### config.mk
export PLATFORM = sky130hd
export DESIGN_NAME = dm_arbiter
export DESIGN_NICKNAME = d
export VERILOG_FILES = /design/src/rtl/dm_arbiter.sv
export SDC_FILE = /design/constraint.sdc
export NUM_CORES = 1
export LEC_CHECK = 0
export BUFFER_PORTS_ARGS = -buffer_cell sky130_fd_sc_hd__buf_2
export CORE_MARGIN = 5
export CORE_UTILIZATION = 44
export CTS_CLUSTER_SIZE = 12
export DETAILED_ROUTE_END_ITERATION = 16
export PLACE_DENSITY = 0.88
export SKIP_CTS_REPAIR_TIMING = 1
export SYNTH_ARGS = -nofsm -noshare
export SYNTH_HDL_FRONTEND = slang
export SYNTH_SLANG_ARGS = --single-unit
export TNS_END_PERCENT = 20
### constraint.sdc
create_clock -name clk -period 3.7 [get_ports clk]
set_clock_uncertainty 0.05 [all_clocks]
set_input_delay 0.74 -clock clk [delete_from_list [all_inputs] [get_ports clk]]
set_output_delay 0.74 -clock clk [all_outputs]
set_load 0.01 [all_outputs]
### src/rtl/dm_arbiter.sv
// dm_arbiter: two-port arbiter and sequencer in front of the shared data memory (dm).
//
// Port 0 is the CPU load/store stage, port 1 the debug/loader port. One request is
// latched at a time into a command register and presented to dm for exactly one
// cycle (ACCESS). Loads return registered data with a one-cycle rvalid pulse in the
// following RESP cycle; misaligned word/halfword accesses are dropped with an err pulse.
//
// Ports:
//   clk, rst              clock (rising edge), asynchronous active-high reset
//   reqN/weN/addrN        request, 1 = store, byte address (held until gntN)
//   wdataN/ldN/svN        store data, load type, store type
//   gntN                  one-cycle pulse: request accepted (visible during ACCESS)
//   rvalidN, rdata        one-cycle load-data pulse; rdata shared, holds until next load
//   errN                  one-cycle pulse: misaligned access dropped
//   dm_wr/dm_addr/dm_din  to dm DMWr/addr/din
//   dm_ld/dm_sv           to dm LD/SV
//   dm_dout               from dm dout (combinational read)
module dm_arbiter #(
  parameter int unsigned AW    = 9,
  parameter bit          PRIO0 = 1'b0
) (
  input  logic          clk,
  input  logic          rst,
  input  logic          req0,
  input  logic          req1,
  input  logic          we0,
  input  logic          we1,
  input  logic [AW-1:0] addr0,
  input  logic [AW-1:0] addr1,
  input  logic [31:0]   wdata0,
  input  logic [31:0]   wdata1,
  input  logic [2:0]    ld0,
  input  logic [2:0]    ld1,
  input  logic [1:0]    sv0,
  input  logic [1:0]    sv1,
  output logic          gnt0,
  output logic          gnt1,
  output logic          rvalid0,
  output logic          rvalid1,
  output logic [31:0]   rdata,
  output logic          err0,
  output logic          err1,
  output logic          dm_wr,
  output logic [AW-1:0] dm_addr,
  output logic [31:0]   dm_din,
  output logic [2:0]    dm_ld,
  output logic [1:0]    dm_sv,
  input  logic [31:0]   dm_dout
);

  // Load/store type codes shared with dm.
  localparam logic [2:0] LD_LB  = 3'b000;
  localparam logic [2:0] LD_LBU = 3'b001;
  localparam logic [2:0] LD_LH  = 3'b010;
  localparam logic [2:0] LD_LHU = 3'b011;
  localparam logic [2:0] LD_LW  = 3'b100;
  localparam logic [1:0] SV_SB  = 2'b00;
  localparam logic [1:0] SV_SH  = 2'b01;
  localparam logic [1:0] SV_SW  = 2'b10;

  localparam logic [1:0] StIdle   = 2'd0;
  localparam logic [1:0] StAccess = 2'd1;
  localparam logic [1:0] StResp   = 2'd2;

  logic [1:0]    state_q, state_d;
  logic          last_q, last_d;        // port served most recently
  logic          cmd_port_q, cmd_port_d;
  logic          cmd_we_q, cmd_we_d;
  logic [AW-1:0] cmd_addr_q, cmd_addr_d;
  logic [31:0]   cmd_wdata_q, cmd_wdata_d;
  logic [2:0]    cmd_ld_q, cmd_ld_d;
  logic [1:0]    cmd_sv_q, cmd_sv_d;
  logic [1:0]    gnt_q, gnt_d;
  logic [1:0]    rvalid_q, rvalid_d;
  logic [1:0]    err_q, err_d;
  logic [31:0]   rdata_q, rdata_d;

  logic any_req;
  logic win;
  logic misaligned;

  // Winner selection: a sole requester wins outright; on a tie either port 0
  // (fixed priority) or the port not served last.
  always_comb begin
    any_req = req0 | req1;
    win     = 1'b0;
    if (req0 && req1) begin
      win = PRIO0 ? 1'b0 : ~last_q;
    end else begin
      win = ~req0;
    end
  end

  // Alignment check on the latched command. Byte accesses are never misaligned.
  always_comb begin
    misaligned = 1'b0;
    if (cmd_we_q) begin
      if (cmd_sv_q == SV_SW) misaligned = (cmd_addr_q[1:0] != 2'b00);
      if (cmd_sv_q == SV_SH) misaligned = cmd_addr_q[0];
    end else begin
      if (cmd_ld_q == LD_LW) misaligned = (cmd_addr_q[1:0] != 2'b00);
      if ((cmd_ld_q == LD_LH) || (cmd_ld_q == LD_LHU)) misaligned = cmd_addr_q[0];
    end
  end

  always_comb begin
    state_d     = state_q;
    last_d      = last_q;
    cmd_port_d  = cmd_port_q;
    cmd_we_d    = cmd_we_q;
    cmd_addr_d  = cmd_addr_q;
    cmd_wdata_d = cmd_wdata_q;
    cmd_ld_d    = cmd_ld_q;
    cmd_sv_d    = cmd_sv_q;
    gnt_d       = 2'b00;
    rvalid_d    = 2'b00;
    err_d       = 2'b00;
    rdata_d     = rdata_q;

    unique case (state_q)
      StIdle: begin
        if (any_req) begin
          cmd_port_d  = win;
          cmd_we_d    = win ? we1    : we0;
          cmd_addr_d  = win ? addr1  : addr0;
          cmd_wdata_d = win ? wdata1 : wdata0;
          cmd_ld_d    = win ? ld1    : ld0;
          cmd_sv_d    = win ? sv1    : sv0;
          gnt_d[win]  = 1'b1;
          state_d     = StAccess;
        end
      end
      StAccess: begin
        last_d = cmd_port_q;
        if (misaligned) begin
          err_d[cmd_port_q] = 1'b1;
          state_d           = StIdle;
        end else if (cmd_we_q) begin
          // Write commits on the edge leaving ACCESS via dm_wr below.
          state_d = StIdle;
        end else begin
          rdata_d              = dm_dout;
          rvalid_d[cmd_port_q] = 1'b1;
          state_d              = StResp;
        end
      end
      StResp: begin
        state_d = StIdle;
      end
      default: begin
        state_d = StIdle;
      end
    endcase
  end

  always_ff @(posedge clk or posedge rst) begin
    if (rst) begin
      state_q     <= StIdle;
      last_q      <= 1'b1;
      cmd_port_q  <= 1'b0;
      cmd_we_q    <= 1'b0;
      cmd_addr_q  <= '0;
      cmd_wdata_q <= '0;
      cmd_ld_q    <= LD_LW;
      cmd_sv_q    <= SV_SW;
      gnt_q       <= 2'b00;
      rvalid_q    <= 2'b00;
      err_q       <= 2'b00;
      rdata_q     <= '0;
    end else begin
      state_q     <= state_d;
      last_q      <= last_d;
      cmd_port_q  <= cmd_port_d;
      cmd_we_q    <= cmd_we_d;
      cmd_addr_q  <= cmd_addr_d;
      cmd_wdata_q <= cmd_wdata_d;
      cmd_ld_q    <= cmd_ld_d;
      cmd_sv_q    <= cmd_sv_d;
      gnt_q       <= gnt_d;
      rvalid_q    <= rvalid_d;
      err_q       <= err_d;
      rdata_q     <= rdata_d;
    end
  end

  // dm_wr is decoded from the state register so an asynchronous reset drops it at once.
  assign dm_wr   = (state_q == StAccess) & cmd_we_q & ~misaligned;
  assign dm_addr = cmd_addr_q;
  assign dm_din  = cmd_wdata_q;
  assign dm_ld   = cmd_ld_q;
  assign dm_sv   = cmd_sv_q;

  assign gnt0    = gnt_q[0];
  assign gnt1    = gnt_q[1];
  assign rvalid0 = rvalid_q[0];
  assign rvalid1 = rvalid_q[1];
  assign err0    = err_q[0];
  assign err1    = err_q[1];
  assign rdata   = rdata_q;

endmodule
==> results.py <==
metrics = {
    "sta": {
        "max_freq_mhz": 382,
        "setup_tns_ps": 0,
        "layout_min_cycle_time_ps": 2610,
        "report.final.hold_viol_count": 0,
        "max_slew_margin": 0.303,
        "worst_pin_slew_ps": 1040,
        "setup_viol": 0,
        "hold_slack_ps": 309,
        "rsz0062_at_grt": "no",
        "fin_ws_ps": 1090,
        "fin_crit_sh": 0.707,
        "slew_violations": 0,
    },
    "worst_hold_path": {
        "hold_class": "input pin to asynchronous set/reset pin",
    },
    "synthesis": {
        "yosys.area.top_type": "dfrtp_1",
        "synth_edf_count": 0,
        "synthFlopType": "dfrtp_1",
        "synth_top_area_frac": 0.555,
        "syn_area_mm2": 0.00388,
        "avgSynthCellArea_um2": 12.5,
        "synthTopCellsByArea": "dfrtp_1, mux2i_1, mux2_4, a21oi_1, nor2_1",
        "ys_ff_latch": 89,
        "ys_types": 28,
        "yosysMostFrequentCell": "dfrtp_1",
        "yosysWarnings": 0,
        "synth_seq_area_share": 0.575,
        "syn-num-nets": 440,
        "async_flop_share": 1.00,
        "synth_common_cells": "dfrtp_1, nor2_1, a21oi_1, mux2i_1, mux2_4",
        "syn_inst": 310,
    },
    "status": {
        "outcome": "finished clean",
    },
    "critical_path": {
        "end_kind": "output pin",
        "r2r_end": "rdata[20]",
        "r2r_cells": 4,
        "crit_type": "flip-flop to output pin",
        "crit_required_ps": 2910,
        "r2r_slack_ps": 1350,
        "worstReg2RegStart": "dm_ld[2]",
        "cp.arrival_ps": 1820,
        "critPathLaunchType": "flip-flop",
        "critical_path.max_fanout": 5,
    },
    "floorplan": {
        "die_y_um": 104,
        "io_pins": 215,
        "initial_core_util": 0.449,
        "placementRows": 34,
        "dieArea_mm2": 0.0108,
        "fp.dieW_um": 104,
        "core-area_mm2": 0.00864,
    },
    "route": {
        "vias_per_cell": 4.86,
        "firstDrtPassIters": 4,
        "wl_per_cell_um": 15.6,
        "num_vias": 3083,
        "drtIter0Drc": 106,
        "routed_wirelength_um": 9930,
        "ant_nets": 0,
        "drc": 0,
    },
    "placed_design": {
        "place.gp.congestion": 0.799,
        "hpwl_um": 7720,
        "port_buffers": 214,
        "preCtsSetupSlack_ps": 1320,
    },
    "clock_network": {
        "clkLatencyLatePin_ps": 340,
        "clkTransAtPathRegs_ps": 90,
        "cts_buffer_depth": 2,
        "cts_buffers": 9,
        "clkSinkCount": 89,
        "clk_root_buffer_cell": "clkbuf_8",
        "cts_tree": "yes",
        "h-tree-depth": 3,
    },
    "pwr": {
        "p_comb_frac": 0.451,
        "switching_power_w": 0.00165,
        "pwr-share-seq": 0.390,
        "power.total_w": 0.00451,
        "p_clk_frac": 0.159,
        "p_leak_nw": 2.84,
        "swShare": 0.366,
        "peakVddDrop_v": 0.000423,
        "pwr_density_cell_mw_per_mm2": 857,
        "p_int_w": 0.00286,
    },
    "global_route": {
        "grt_max_degree": 53,
        "antenna_found_initial": 0,
        "track_usage": 0.181,
        "grt_pass1_vias": 3313,
        "overflow": 0,
        "grt_pass1_wl_um": 16100,
    },
    "final_layout": {
        "final_nets": 652,
        "regArea_mm2": 0.00223,
        "multi_input_area_mm2": 0.00155,
        "fill_cells": 738,
        "area_growth_pct": 35.7,
        "antenna_cells": 0,
        "layout-drive-gt1-share": 0.522,
    },
    "run": {
        "drv_cap": 0,
    },
}
==> registers in the layout (all words and copies together) (netlist names) <==
name,count
rvalid_q,2
gnt_q,2
dm_din,32
dm_addr,9
err_q,2
dm_sv,2
rdata,32
dm_ld,3
cmd_port_q,1
cmd_we_q,1
last_q,1
state_q,2
==> stage by stage <==
step | area (um2) | instances | util
6_report | 5260 | 635 | 0.609
3_5_place_dp | 5050 | 619 | 0.585
5_1_grt | 5260 | 635 | 0.609
2_1_floorplan | 3880 | 310 | -
4_1_cts | 5260 | 635 | 0.609
3_3_place_gp | 5050 | 619 | 0.585
==> layout make-up <==
type | count | area share
Clock buffer | 12 | 0.0257
Clock inverter | 4 | 0.0147
Inverter | 3 | 0.00238
Multi-Input combinational cell | 200 | 0.294
Sequential cell | 89 | 0.424
Tap cell | 108 | 0.0257
Timing Repair Buffer | 219 | 0.213
==> cells in the final DEF, fill, tap and decap left out, drive strengths merged <==
cell    count
mux2       32
a31o        1
dfstp       3
nor4        1
nor3        4
inv         2
o21ai       1
xor2        1
or4         1
and3        1
nand2b      1
and3b       1
mux2i      47
nand2       5
nand3b      1
clkbuf     12
a21oi      47
dfrtp      86
nor2       52
nor2b       1
bufinv      2
and2        1
clkinv      3
and4bb      2
buf       219
==> critical path: stages, from the launching register on <==
cell     delay, ps
dfstp_2        560
and3b_1        210
nor4_4         250
a31o_2         170
and3_1         160
buf_2          140
==> routing by layer <==
| metal | vias up | global-route usage | part of all wire |
|---|---|---|---|
| met1 | 1442 | 0.220 | 0.40 |
| met3 | 15 | 0.0565 | 0.082 |
| li1 | 1500 | - | - |
| met4 | 0 | 0.0537 | 0.014 |
| met2 | 126 | 0.308 | 0.51 |
| met5 | - | 0 | 0 |
==> power groups by stage <==
stage               logic (W)  registers [W]  clock network [W]
detailed placement    0.00208        0.00177                  0
global placement      0.00200        0.00175                  0
floorplan             0.00111        0.00196                  0
finish                0.00203        0.00176           0.000716
global route          0.00224        0.00182           0.000783
CTS                   0.00208        0.00176           0.000734
==> how the worst max path moves through the flow <==
stage | from | end | slack [ps] | cells past startpoint
finish | dm_ld[2] | dm_wr | 1090 | 5
detailed placement | dm_ld[2] | rdata[10] | 1320 | 4
global route | dm_ld[2] | dm_wr | 1010 | 5
global placement | dm_ld[2] | rdata[28] | 1390 | 4
CTS | dm_ld[2] | dm_wr | 1050 | 5
floorplan | rst | cmd_port_q | 610 | 1
==> kinds of logic (layout without fill, tap and decap cells) <==
group,Yosys count,after routing,share of synthesized area
flip-flops,89,89,0.575
multiplexers,79,79,0.242
AND/OR/NAND/NOR,71,71,0.0865
AO/OA/AOI/OAI,49,49,0.0642
buffers and inverters,21,238,0.0294
XOR/XNOR,1,1,0.00226
No activity file was read; power rests on OpenSTA's default activity.
